### config.mk
export PLATFORM = sky130hd
export DESIGN_NAME = seg7_scan_display_flat
export DESIGN_NICKNAME = d
export VERILOG_FILES = /design/src/rtl/seg7_scan_display_if.sv /design/src/rtl/seg7_scan_display.sv /design/src/flat_wrapper.sv
export SDC_FILE = /design/constraint.sdc
export NUM_CORES = 1
export LEC_CHECK = 0
export CAP_MARGIN = 20
export CORE_AREA = 2 2 72 74
export DETAILED_ROUTE_END_ITERATION = 10
export DIE_AREA = 0 0 74 76
export DONT_BUFFER_PORTS = 1
export GPL_ROUTABILITY_DRIVEN = 0
export MAX_ROUTING_LAYER = met4
export PLACE_DENSITY = 0.77
export SLEW_MARGIN = 0
export SYNTH_ARGS = -nofsm -noshare
export SYNTH_HDL_FRONTEND = slang
export SYNTH_SLANG_ARGS = --single-unit
### constraint.sdc
create_clock -name clk_i -period 4.35 [get_ports clk_i]
set_input_delay 0.87 -clock clk_i [delete_from_list [all_inputs] [get_ports clk_i]]
set_output_delay 0.87 -clock clk_i [all_outputs]
set_load 0.01 [all_outputs]
### src/rtl/seg7_scan_display_if.sv
// Bundle of display-side signals for seg7_scan_display: value/control in from the
// producer, multiplexed digit drive and frame pulse out to the panel.
interface seg7_scan_display_if;
  logic        enable;
  logic [15:0] value;
  logic [3:0]  dp_in;
  logic        blank_en;
  logic [3:0]  anode;
  logic [6:0]  seg;
  logic        dp;
  logic        frame_done;

  modport master (
    output enable, value, dp_in, blank_en,
    input  anode, seg, dp, frame_done
  );

  modport slave (
    input  enable, value, dp_in, blank_en,
    output anode, seg, dp, frame_done
  );
endinterface

### src/rtl/seg7_scan_display.sv
// 4-digit multiplexed hex display driver: refresh prescaler, digit scanner,
// frame-synchronous shadow latch, leading-zero blanking and per-digit decimal points.
module seg7_scan_display #(
  parameter int REFRESH_DIV = 50000,
  parameter bit ACTIVE_LOW  = 1'b1
) (
  input  logic               clk_i,
  input  logic               rst_n_i,
  seg7_scan_display_if.slave bus
);

  localparam int             CNT_W    = $clog2(REFRESH_DIV);
  localparam logic [CNT_W-1:0] CNT_LAST = CNT_W'(REFRESH_DIV - 1);
  localparam logic           INACT    = ACTIVE_LOW;

  function automatic logic [6:0] hex_to_seg(input logic [3:0] nib);
    logic [6:0] s;
    case (nib)
      4'h0:    s = 7'h3F;
      4'h1:    s = 7'h06;
      4'h2:    s = 7'h5B;
      4'h3:    s = 7'h4F;
      4'h4:    s = 7'h66;
      4'h5:    s = 7'h6D;
      4'h6:    s = 7'h7D;
      4'h7:    s = 7'h07;
      4'h8:    s = 7'h7F;
      4'h9:    s = 7'h6F;
      4'hA:    s = 7'h77;
      4'hB:    s = 7'h7C;
      4'hC:    s = 7'h39;
      4'hD:    s = 7'h5E;
      4'hE:    s = 7'h79;
      4'hF:    s = 7'h71;
      default: s = 7'h00;
    endcase
    return s;
  endfunction

  function automatic logic [3:0] pick_nibble(input logic [15:0] val, input logic [1:0] dig);
    logic [3:0] n;
    case (dig)
      2'd0:    n = val[3:0];
      2'd1:    n = val[7:4];
      2'd2:    n = val[11:8];
      2'd3:    n = val[15:12];
      default: n = 4'h0;
    endcase
    return n;
  endfunction

  // A digit is a leading zero when it and every higher nibble are zero.
  function automatic logic is_leading_zero(input logic [15:0] val, input logic [1:0] dig);
    logic z;
    case (dig)
      2'd0:    z = 1'b0;
      2'd1:    z = (val[15:4] == 12'h000);
      2'd2:    z = (val[15:8] == 8'h00);
      2'd3:    z = (val[15:12] == 4'h0);
      default: z = 1'b0;
    endcase
    return z;
  endfunction

  logic [CNT_W-1:0] cnt_q, cnt_d;
  logic [1:0]       dig_q, dig_d;
  logic [15:0]      shadow_q, shadow_d;
  logic [3:0]       shadow_dp_q, shadow_dp_d;
  logic             resume_q, resume_d;
  logic [3:0]       anode_q, anode_d;
  logic [6:0]       seg_q, seg_d;
  logic             dp_q, dp_d;
  logic             frame_done_q, frame_done_d;

  logic             tick_s;
  logic             show_s;
  logic [1:0]       show_dig_s;
  logic [15:0]      src_val_s;
  logic [3:0]       src_dp_s;
  logic             blank_s;

  // Next-state: prescaler, scanner, shadow capture and output decode.
  always_comb begin
    tick_s        = (cnt_q == CNT_LAST);
    cnt_d         = cnt_q;
    dig_d         = dig_q;
    shadow_d      = shadow_q;
    shadow_dp_d   = shadow_dp_q;
    resume_d      = resume_q;
    anode_d       = anode_q;
    seg_d         = seg_q;
    dp_d          = dp_q;
    frame_done_d  = 1'b0;
    show_s        = 1'b0;
    show_dig_s    = dig_q;
    src_val_s     = shadow_q;
    src_dp_s      = shadow_dp_q;
    blank_s       = 1'b0;

    if (!bus.enable) begin
      // Remember the pause so the held digit is re-lit on the first enabled edge.
      resume_d = 1'b1;
      anode_d  = {4{INACT}};
      seg_d    = {7{INACT}};
      dp_d     = INACT;
    end else begin
      resume_d = 1'b0;
      if (tick_s) begin
        cnt_d      = '0;
        dig_d      = dig_q + 2'd1;
        show_s     = 1'b1;
        show_dig_s = dig_q + 2'd1;
        if (dig_q == 2'd3) begin
          // Frame start: digit 0 bypasses the shadow so it shows the value just latched.
          shadow_d     = bus.value;
          shadow_dp_d  = bus.dp_in;
          src_val_s    = bus.value;
          src_dp_s     = bus.dp_in;
          frame_done_d = 1'b1;
        end else begin
          frame_done_d = 1'b0;
        end
      end else begin
        cnt_d  = cnt_q + CNT_W'(1);
        show_s = resume_q;
      end

      if (show_s) begin
        blank_s = bus.blank_en && is_leading_zero(src_val_s, show_dig_s);
        if (blank_s) begin
          anode_d = {4{INACT}};
          seg_d   = {7{INACT}};
          dp_d    = INACT;
        end else begin
          anode_d = (4'b0001 << show_dig_s) ^ {4{INACT}};
          seg_d   = hex_to_seg(pick_nibble(src_val_s, show_dig_s)) ^ {7{INACT}};
          dp_d    = src_dp_s[show_dig_s] ^ INACT;
        end
      end else begin
        blank_s = 1'b0;
      end
    end
  end

  // State and registered outputs.
  always_ff @(posedge clk_i or negedge rst_n_i) begin
    if (!rst_n_i) begin
      cnt_q        <= '0;
      dig_q        <= 2'd3;
      shadow_q     <= 16'h0000;
      shadow_dp_q  <= 4'h0;
      resume_q     <= 1'b0;
      anode_q      <= {4{INACT}};
      seg_q        <= {7{INACT}};
      dp_q         <= INACT;
      frame_done_q <= 1'b0;
    end else begin
      cnt_q        <= cnt_d;
      dig_q        <= dig_d;
      shadow_q     <= shadow_d;
      shadow_dp_q  <= shadow_dp_d;
      resume_q     <= resume_d;
      anode_q      <= anode_d;
      seg_q        <= seg_d;
      dp_q         <= dp_d;
      frame_done_q <= frame_done_d;
    end
  end

  assign bus.anode      = anode_q;
  assign bus.seg        = seg_q;
  assign bus.dp         = dp_q;
  assign bus.frame_done = frame_done_q;

endmodule

### src/flat_wrapper.sv
// flat-port wrapper written by rule: the top's interface ports become plain ports
module seg7_scan_display_flat 
#(
  parameter int REFRESH_DIV = 50000,
  parameter bit ACTIVE_LOW  = 1'b1
)
  (clk_i, rst_n_i, bus_enable, bus_value, bus_dp_in, bus_blank_en, bus_anode, bus_seg, bus_dp, bus_frame_done);
  seg7_scan_display_if bus_i ();
  input  logic clk_i;
  input  logic rst_n_i;
  input wire logic [$bits(bus_i.enable)-1:0] bus_enable;
  input wire logic [$bits(bus_i.value)-1:0] bus_value;
  input wire logic [$bits(bus_i.dp_in)-1:0] bus_dp_in;
  input wire logic [$bits(bus_i.blank_en)-1:0] bus_blank_en;
  output wire logic [$bits(bus_i.anode)-1:0] bus_anode;
  output wire logic [$bits(bus_i.seg)-1:0] bus_seg;
  output wire logic [$bits(bus_i.dp)-1:0] bus_dp;
  output wire logic [$bits(bus_i.frame_done)-1:0] bus_frame_done;
  assign bus_i.enable = bus_enable;
  assign bus_i.value = bus_value;
  assign bus_i.dp_in = bus_dp_in;
  assign bus_i.blank_en = bus_blank_en;
  assign bus_anode = bus_i.anode;
  assign bus_seg = bus_i.seg;
  assign bus_dp = bus_i.dp;
  assign bus_frame_done = bus_i.frame_done;
  seg7_scan_display #(.REFRESH_DIV(REFRESH_DIV), .ACTIVE_LOW(ACTIVE_LOW)) u_core (.clk_i(clk_i), .rst_n_i(rst_n_i), .bus(bus_i));
endmodule
==> metrics.txt, run 1 <==
total wire length=~5800 µm; dpl hpwl=4190 µm; Fin. Hold Viols=0; worst clock skew=approximately 0.011 ns; GRT overflow=0; worst path buffer plus inverter count=1; final setup violation count=0; Worst Setup Slack, final=just under 0.6 ns; pwr dens=284 nW/µm²; Synth Flop Type=dfrtp_1; average size of a mapped cell=roughly 11 µm²; Avg Vias per Cell=around 6.0; sw frac=between 20% and 30%; Tot GR Track Use=about a quarter; Core Region=4910 µm²; Critical Path Sink Type=flip-flop; sw power=about 220 µW; final setup TNS=0 ns; Routed Antenna Nets=0; clock slew at reported path FFs=about 0.09 ns; YS warnings=0; minimum clock period=roughly 3.8 ns; synth top area cells=dfrtp_1, dfstp_2, mux2_2; Critical Path RT=4.57 ns; FF-to-FF Start=u_core.cnt_q[4]; CP max FO=9; Tcrit/Tclk final=a little under 90%; # hold bufs at CTS=0; number of setup buffers added after CTS=0; vias in the first global route=2096; total clock sinks=52; 1st-iter DRT viols=118; crit path from=u_core.cnt_q[4]; Max stage delay on crit path=roughly 0.6 ns; Distinct cells, synth=53; Hold WS=about 0.25 ns; fin. max-slew vios=0; leakage=~0.0013 µW; Worst-Skew Late Latency=0.30 ns; first-pass GRT wire length=roughly 10000 µm; CTS buffer count=5; DRC=0; Worst slew margin=a little under two fifths; Arr. time, crit path=between 3 and 4 ns; maximum VDD drop=0.257 mV; kind of cell adding the most delay to the critical path=simple AND/OR/NAND/NOR gates; Rows=26; pin count of the biggest net entering global routing=53; Starting Density=approximately three fifths; Layout area overhead=4.25%; Core Util, Final=approximately 63%; Post-synth EDFFs=0; worst hold path type=in2async; wire length per cell=between 15 and 20 µm; Clock Path Buffers=2; clock network power share=29.8%; Place WS=roughly 0.63 ns; CTS tree=done; Post-synth ARST share=100%; area share of the largest cell type after synthesis=between 30% and 40%; DIE WIDTH=roughly 74 µm; final antenna diode count=0; die area=about 5600 µm²; status=complete, no violations; worst slew pin tran=0.925 ns; Post-Syn Nets=around 300; # IOs=37; Final #Nets=300; Int Power=between 600 and 700 µW; Die H=76 µm; unrepaired setup endpoints after global routing=false; Fmax=around 270 MHz; Pre-Repair DR Iteration Count=5; Seq pwr share=between 60% and 70%; crit-path cells=or4b_4, nor4_4, mux2_4, o22a_1, a32oi_1, inv_1, ha_1, mux2_1, nor3b_1, nor3_1; Max-Cap Viols=0; Root Buffer=clkbuf_8; critical path startpoint category=flip-flop; H-tree Lvls=2; Combinational Power Share=a little over 7%; slowest stage cell, crit path=or4b_4; initial antenna violation count=0; vias post-DR=between 2000 and 2500; cts repair resizes=0; Port-buffer cells=0; Cell Area, Synth=approximately 3000 µm²; Synth area leader=dfrtp_1; layout cells sized above 1=between 15 and 20%; WS Path Type=reg2reg; synthesis-stage register bit count=52; sequential area share after synthesis=44.4%; Mapped Cells=roughly 270
## cells in the mapped netlist (all sizes together), types with 2 or more instances
master and n:
a211oi 2, a21o 2, a21oi 2, a31oi 2, a41oi 2, and3 2
buf 6, clkbuf 6, dfrtp 38, dfstp 14, ha 8, inv 5
mux2 27, mux2i 21, nand2 16, nand2b 4, nand3 6, nand4 4
nand4b 2, nor2 26, nor2b 5, nor3 6, nor3b 3, nor4 4
nor4b 2, o211ai 3, o22a 6, o22ai 7, o31a 2, o32a 3
or2 2, or4 2, xnor2 4, xor2 11
## per-layer routing
metal / track usage (%) / routed length [µm]
met5: - / 0
met4: 6.55 / 65
met3: 5.03 / 258
met2: 36.7 / 2850
met1: 31.3 / 2670
## per-stage QoR
stage               cells  power, µW  area [µm²]
finish                339        882        3100
global route          339        924        3100
CTS                   339        892        3100
detailed placement    331        627        3020
global placement      331        618        3020
floorplan             269        606        2970
## power groups by stage
| stage | sequential [µW] | clock [µW] | combinational, µW |
|---|---|---|---|
| floorplan | 554 | 0 | 51.8 |
| global placement | 561 | 0 | 57.0 |
| detailed placement | 564 | 0 | 63.4 |
| CTS | 555 | 274 | 63.8 |
| global route | 561 | 292 | 72.0 |
| finish | 556 | 263 | 62.8 |
## cell families after synthesis
logic type | after synthesis | synth area share [%]
mux | 48 | 17.6
buf+inv | 18 | 3.16
xor+xnor | 15 | 4.42
fa+ha+maj | 8 | 3.37
compound gates | 39 | 10.1
flops | 52 | 44.4
simple gates | 89 | 17.0
## worst reg2reg max path: cells and delay by family, from the launching register on
family,cells,cell delay [ns]
buffers and inverters,1,0.19
AND/OR/NAND/NOR,4,1.49
multiplexers,2,0.68
flip-flops,1,0.44
adder cells (fa/ha/maj),1,0.25
AO/OA/AOI/OAI,2,0.63
## cell type report
| type | count | area [µm²] |
|---|---|---|
| Fill cell | 393 | 1810 |
| Multi-Input combinational cell | 199 | 1560 |
| Sequential cell | 52 | 1320 |
| Tap cell | 70 | 87.6 |
| Clock buffer | 8 | 80.1 |
| Timing Repair Buffer | 4 | 30.0 |
| Inverter | 6 | 22.5 |
## state kept, by name, indices dropped and copies added, names as in the netlist
signal	cells
u_core.cnt_q	16
u_core.bus.anode	4
u_core.shadow_q	16
u_core.bus.frame_done	1
u_core.dig_q	2
u_core.resume_q	1
u_core.bus.seg	7
u_core.bus.dp	1
u_core.shadow_dp_q	4
## layout by cell type, fill, tap and decap left out, types with 3 or more instances in the layout
cell and count:
nand3_1 6, clkbuf_8 5, ha_1 8, nand2b_1 4, dfstp_2 14, nor3_1 6, clkbuf_1 3, dfrtp_1 38
nand2_1 16, nand4_1 4, o22a_1 6, o32a_1 3, mux2_2 24, inv_1 5, xor2_1 11, o211ai_1 3
o22ai_1 7, mux2i_1 21, xnor2_1 4, nor2b_1 5, nor3b_1 3, buf_4 4, nor2_1 26
## worst paths after layout
check | to | slack [ns] | cells after the start
worst max-delay path | u_core.bus.seg[3] | 0.59 | 10
worst min-delay path | u_core.bus.frame_done | 0.25 | 0
worst max register to register | u_core.bus.seg[3] | 0.59 | 10
max in group asynchronous | u_core.bus.seg[6] | 3.90 | 0
min in group clk_i | u_core.shadow_dp_q[1] | 0.51 | 1
worst min register to register | u_core.shadow_dp_q[1] | 0.51 | 1
No activity file was read; power rests on OpenSTA's default activity.
==> inputs of run 2 (changes only) <==
--- a/config.mk
+++ b/config.mk
@@ -5,14 +5,15 @@
 export SDC_FILE = /design/constraint.sdc
 export NUM_CORES = 1
 export LEC_CHECK = 0
+export ABC_AREA = 1
 export CAP_MARGIN = 20
-export CORE_AREA = 2 2 72 74
+export CORE_AREA = 2 2 76 78
 export DETAILED_ROUTE_END_ITERATION = 10
-export DIE_AREA = 0 0 74 76
+export DIE_AREA = 0 0 78 80
 export DONT_BUFFER_PORTS = 1
 export GPL_ROUTABILITY_DRIVEN = 0
 export MAX_ROUTING_LAYER = met4
-export PLACE_DENSITY = 0.77
+export PLACE_DENSITY = 0.78
 export SLEW_MARGIN = 0
 export SYNTH_ARGS = -nofsm -noshare
 export SYNTH_HDL_FRONTEND = slang
==> constraint.sdc (replaced) <==
create_clock -name clk_i -period 4.35 [get_ports clk_i]
set_input_delay 0.2175 -clock clk_i [delete_from_list [all_inputs] [get_ports clk_i]]
set_output_delay 0.2175 -clock clk_i [all_outputs]
set_load 0.01 [all_outputs]
==> metrics.txt, run 2 <==
status=complete, no violations; met1 global-route usage=a little over a third; Die H=roughly 80 µm; Top Usage Layer GRT=met2; worst clock skew=slightly above 0.006 ns; initial antenna violation count=0; Distinct cells, synth=37; Rows=27; Worst slew margin=between 60% and 70%; final setup TNS=0 ns; Arr. time, crit path=between 3 and 4 ns; Synth area leader=dfrtp_1; Core Util, Final=roughly two thirds; unrepaired setup endpoints after global routing=false; Post-synth EDFFs=0; WS Path Type=reg2reg; Place WS=~1.3 ns; Port-buffer cells=0; CP max FO=21; DIE WIDTH=about 78 µm; Max stage delay on crit path=about 0.59 ns; Fmax=327 MHz; worst path buffer plus inverter count=3; leakage=around 0.0017 µW; average size of a mapped cell=about 7 µm²; pin count of the biggest net entering global routing=53; FF-to-FF Start=u_core.dig_q[0]; vias post-DR=roughly 3000; synth top area cells=dfrtp_1, nand2_1, dfstp_2; total wire length=between 7000 and 8000 µm; kind of cell adding the most delay to the critical path=simple AND/OR/NAND/NOR gates; crit-path cells=ha_1, inv_1, nor2_2, or2_2, and3_1, nor2_4, inv_1, ha_1, inv_1, nor3_1, nand2_1, nand3_1, nor2_1, nor2_1; maximum VDD drop=about 0.16 mV; pwr dens=around 350 nW/µm²; final setup violation count=0; worst slew pin tran=between 0.5 and 0.6 ns; worst hold path type=in2reg; Tcrit/Tclk final=70.3%; GR Util met3=3.73%; area share of the largest cell type after synthesis=~28%; most common cell in the netlist=nand2_1; fin. max-slew vios=0; Avg Vias per Cell=5.35; Crit path top cell by count=inv_1; synthesis-stage register bit count=52; Synth Flop Type=dfrtp_1; Tot GR Track Use=between 20% and 30%; 1st-iter DRT viols=between 150 and 200; GRT overflow=0; critical path startpoint category=flip-flop; Worst Setup Slack, final=around 1.3 ns; # IOs=37; Critical Path RT=roughly 4.6 ns; total clock sinks=52; Mapped Cells=roughly 480; slowest stage cell, crit path=dfstp_2; vias in the first global route=between 2000 and 3000; Post-synth ARST share=100%; Tot Pwr=around 1300 µW; wire length per cell=approximately 13 µm; final antenna diode count=0; Starting Density=62.5%; grt met2 use=between 40% and 50%; CTS tree=done; Pre-Repair DR Iteration Count=4; Clock Path Buffers=2; dpl hpwl=5430 µm; Fin. Hold Viols=0; Worst-Skew Late Latency=roughly 0.31 ns; commonest non-fill, non-tap cell in the layout=nand2_1; Root Buffer=clkbuf_8; hold path start=bus_enable; sequential area share after synthesis=between 30% and 40%; die area=between 6000 and 7000 µm²; CTS buffer count=5; Layout area overhead=5.82%; Critical Path Sink Type=flip-flop; Core Region=5410 µm²; most frequent cells in the layout=nand2_1, inv_1, o21ai_0; Max-Cap Viols=0; Final #Nets=between 500 and 600; minimum clock period=slightly above 3 ns; DRC=0; synth cell count leaders=nand2_1, inv_1, o21ai_0; YS warnings=0; first-pass GRT wire length=13100 µm; crit path from=u_core.dig_q[0]; H-tree Lvls=2; layout cells sized above 1=~14%; Routed Antenna Nets=0; Post-Syn Nets=513; clock slew at reported path FFs=around 0.10 ns; Cell Area, Synth=~3400 µm²; cts repair resizes=0
run 2: what timing repair did:
item / CTS / global route
setup buffers: 0 / 0
hold buffers: 4 / 0
hold endpoints to repair: 58 / 0
run 2: final timing paths:
check	endpoint	slack (ns)	cells after the start
worst max-delay path	u_core.bus.seg[0]	1.29	14
min in group asynchronous	u_core.cnt_q[11]	0.42	2
worst min register to register	u_core.shadow_q[1]	0.49	2
worst min-delay path	u_core.cnt_q[1]	0.02	1
max in group asynchronous	u_core.bus.anode[2]	3.66	2
worst max register to register	u_core.bus.seg[0]	1.29	14
run 2: power by group:
group          internal (µW)  switching (µW)  leakage, µW
sequential               555            55.7     0.000623
combinational            101             190      0.00107
clock                    186             166    0.0000588
total                    841             411      0.00175
run 2: layout make-up:
type	instances	area, µm²
inverter	77	289
timing repair buffer	4	57.6
clock buffer	6	82.6
fill	468	1830
clock inverter	2	33.8
tap	72	90.1
sequential	52	1320
multi-input combinational	340	1700
run 2: worst register-to-register path, cell delays in order (launching register included):
cell,delay [ns]
dfstp_2,0.59
ha_1,0.38
inv_1,0.37
nor2_2,0.44
or2_2,0.17
and3_1,0.19
nor2_4,0.06
inv_1,0.11
ha_1,0.18
inv_1,0.05
nor3_1,0.19
nand2_1,0.07
nand3_1,0.08
nor2_1,0.04
nor2_1,0.09
run 2: cell families (layout without fill, tap and decap cells):
kind of cell / count (synthesis) / after routing / share of synthesized area [%]
buf+inv: 89 / 89 / 10.6
fa+ha+maj: 8 / 8 / 2.96
xor+xnor: 3 / 3 / 0.778
compound gates: 66 / 66 / 10.6
flops: 52 / 52 / 39.1
simple gates: 263 / 263 / 36.0
run 2: per-layer routing:
metal  share of wire (%)  vias up
met4                0.86        0
met2                  47       59
li1                    -     1513
met5                   0        -
met3                 3.3        7
met1                  49     1378
run 2: through the flow:
stage	hold WS [ns]	std cells	cell area, µm²
2_1_floorplan	-0.0781	481	3380
3_3_place_gp	-0.0768	541	3400
3_5_place_dp	-0.0767	541	3400
4_1_cts	0.0250	553	3570
5_1_grt	0.0181	553	3570
6_report	0.0200	553	3570
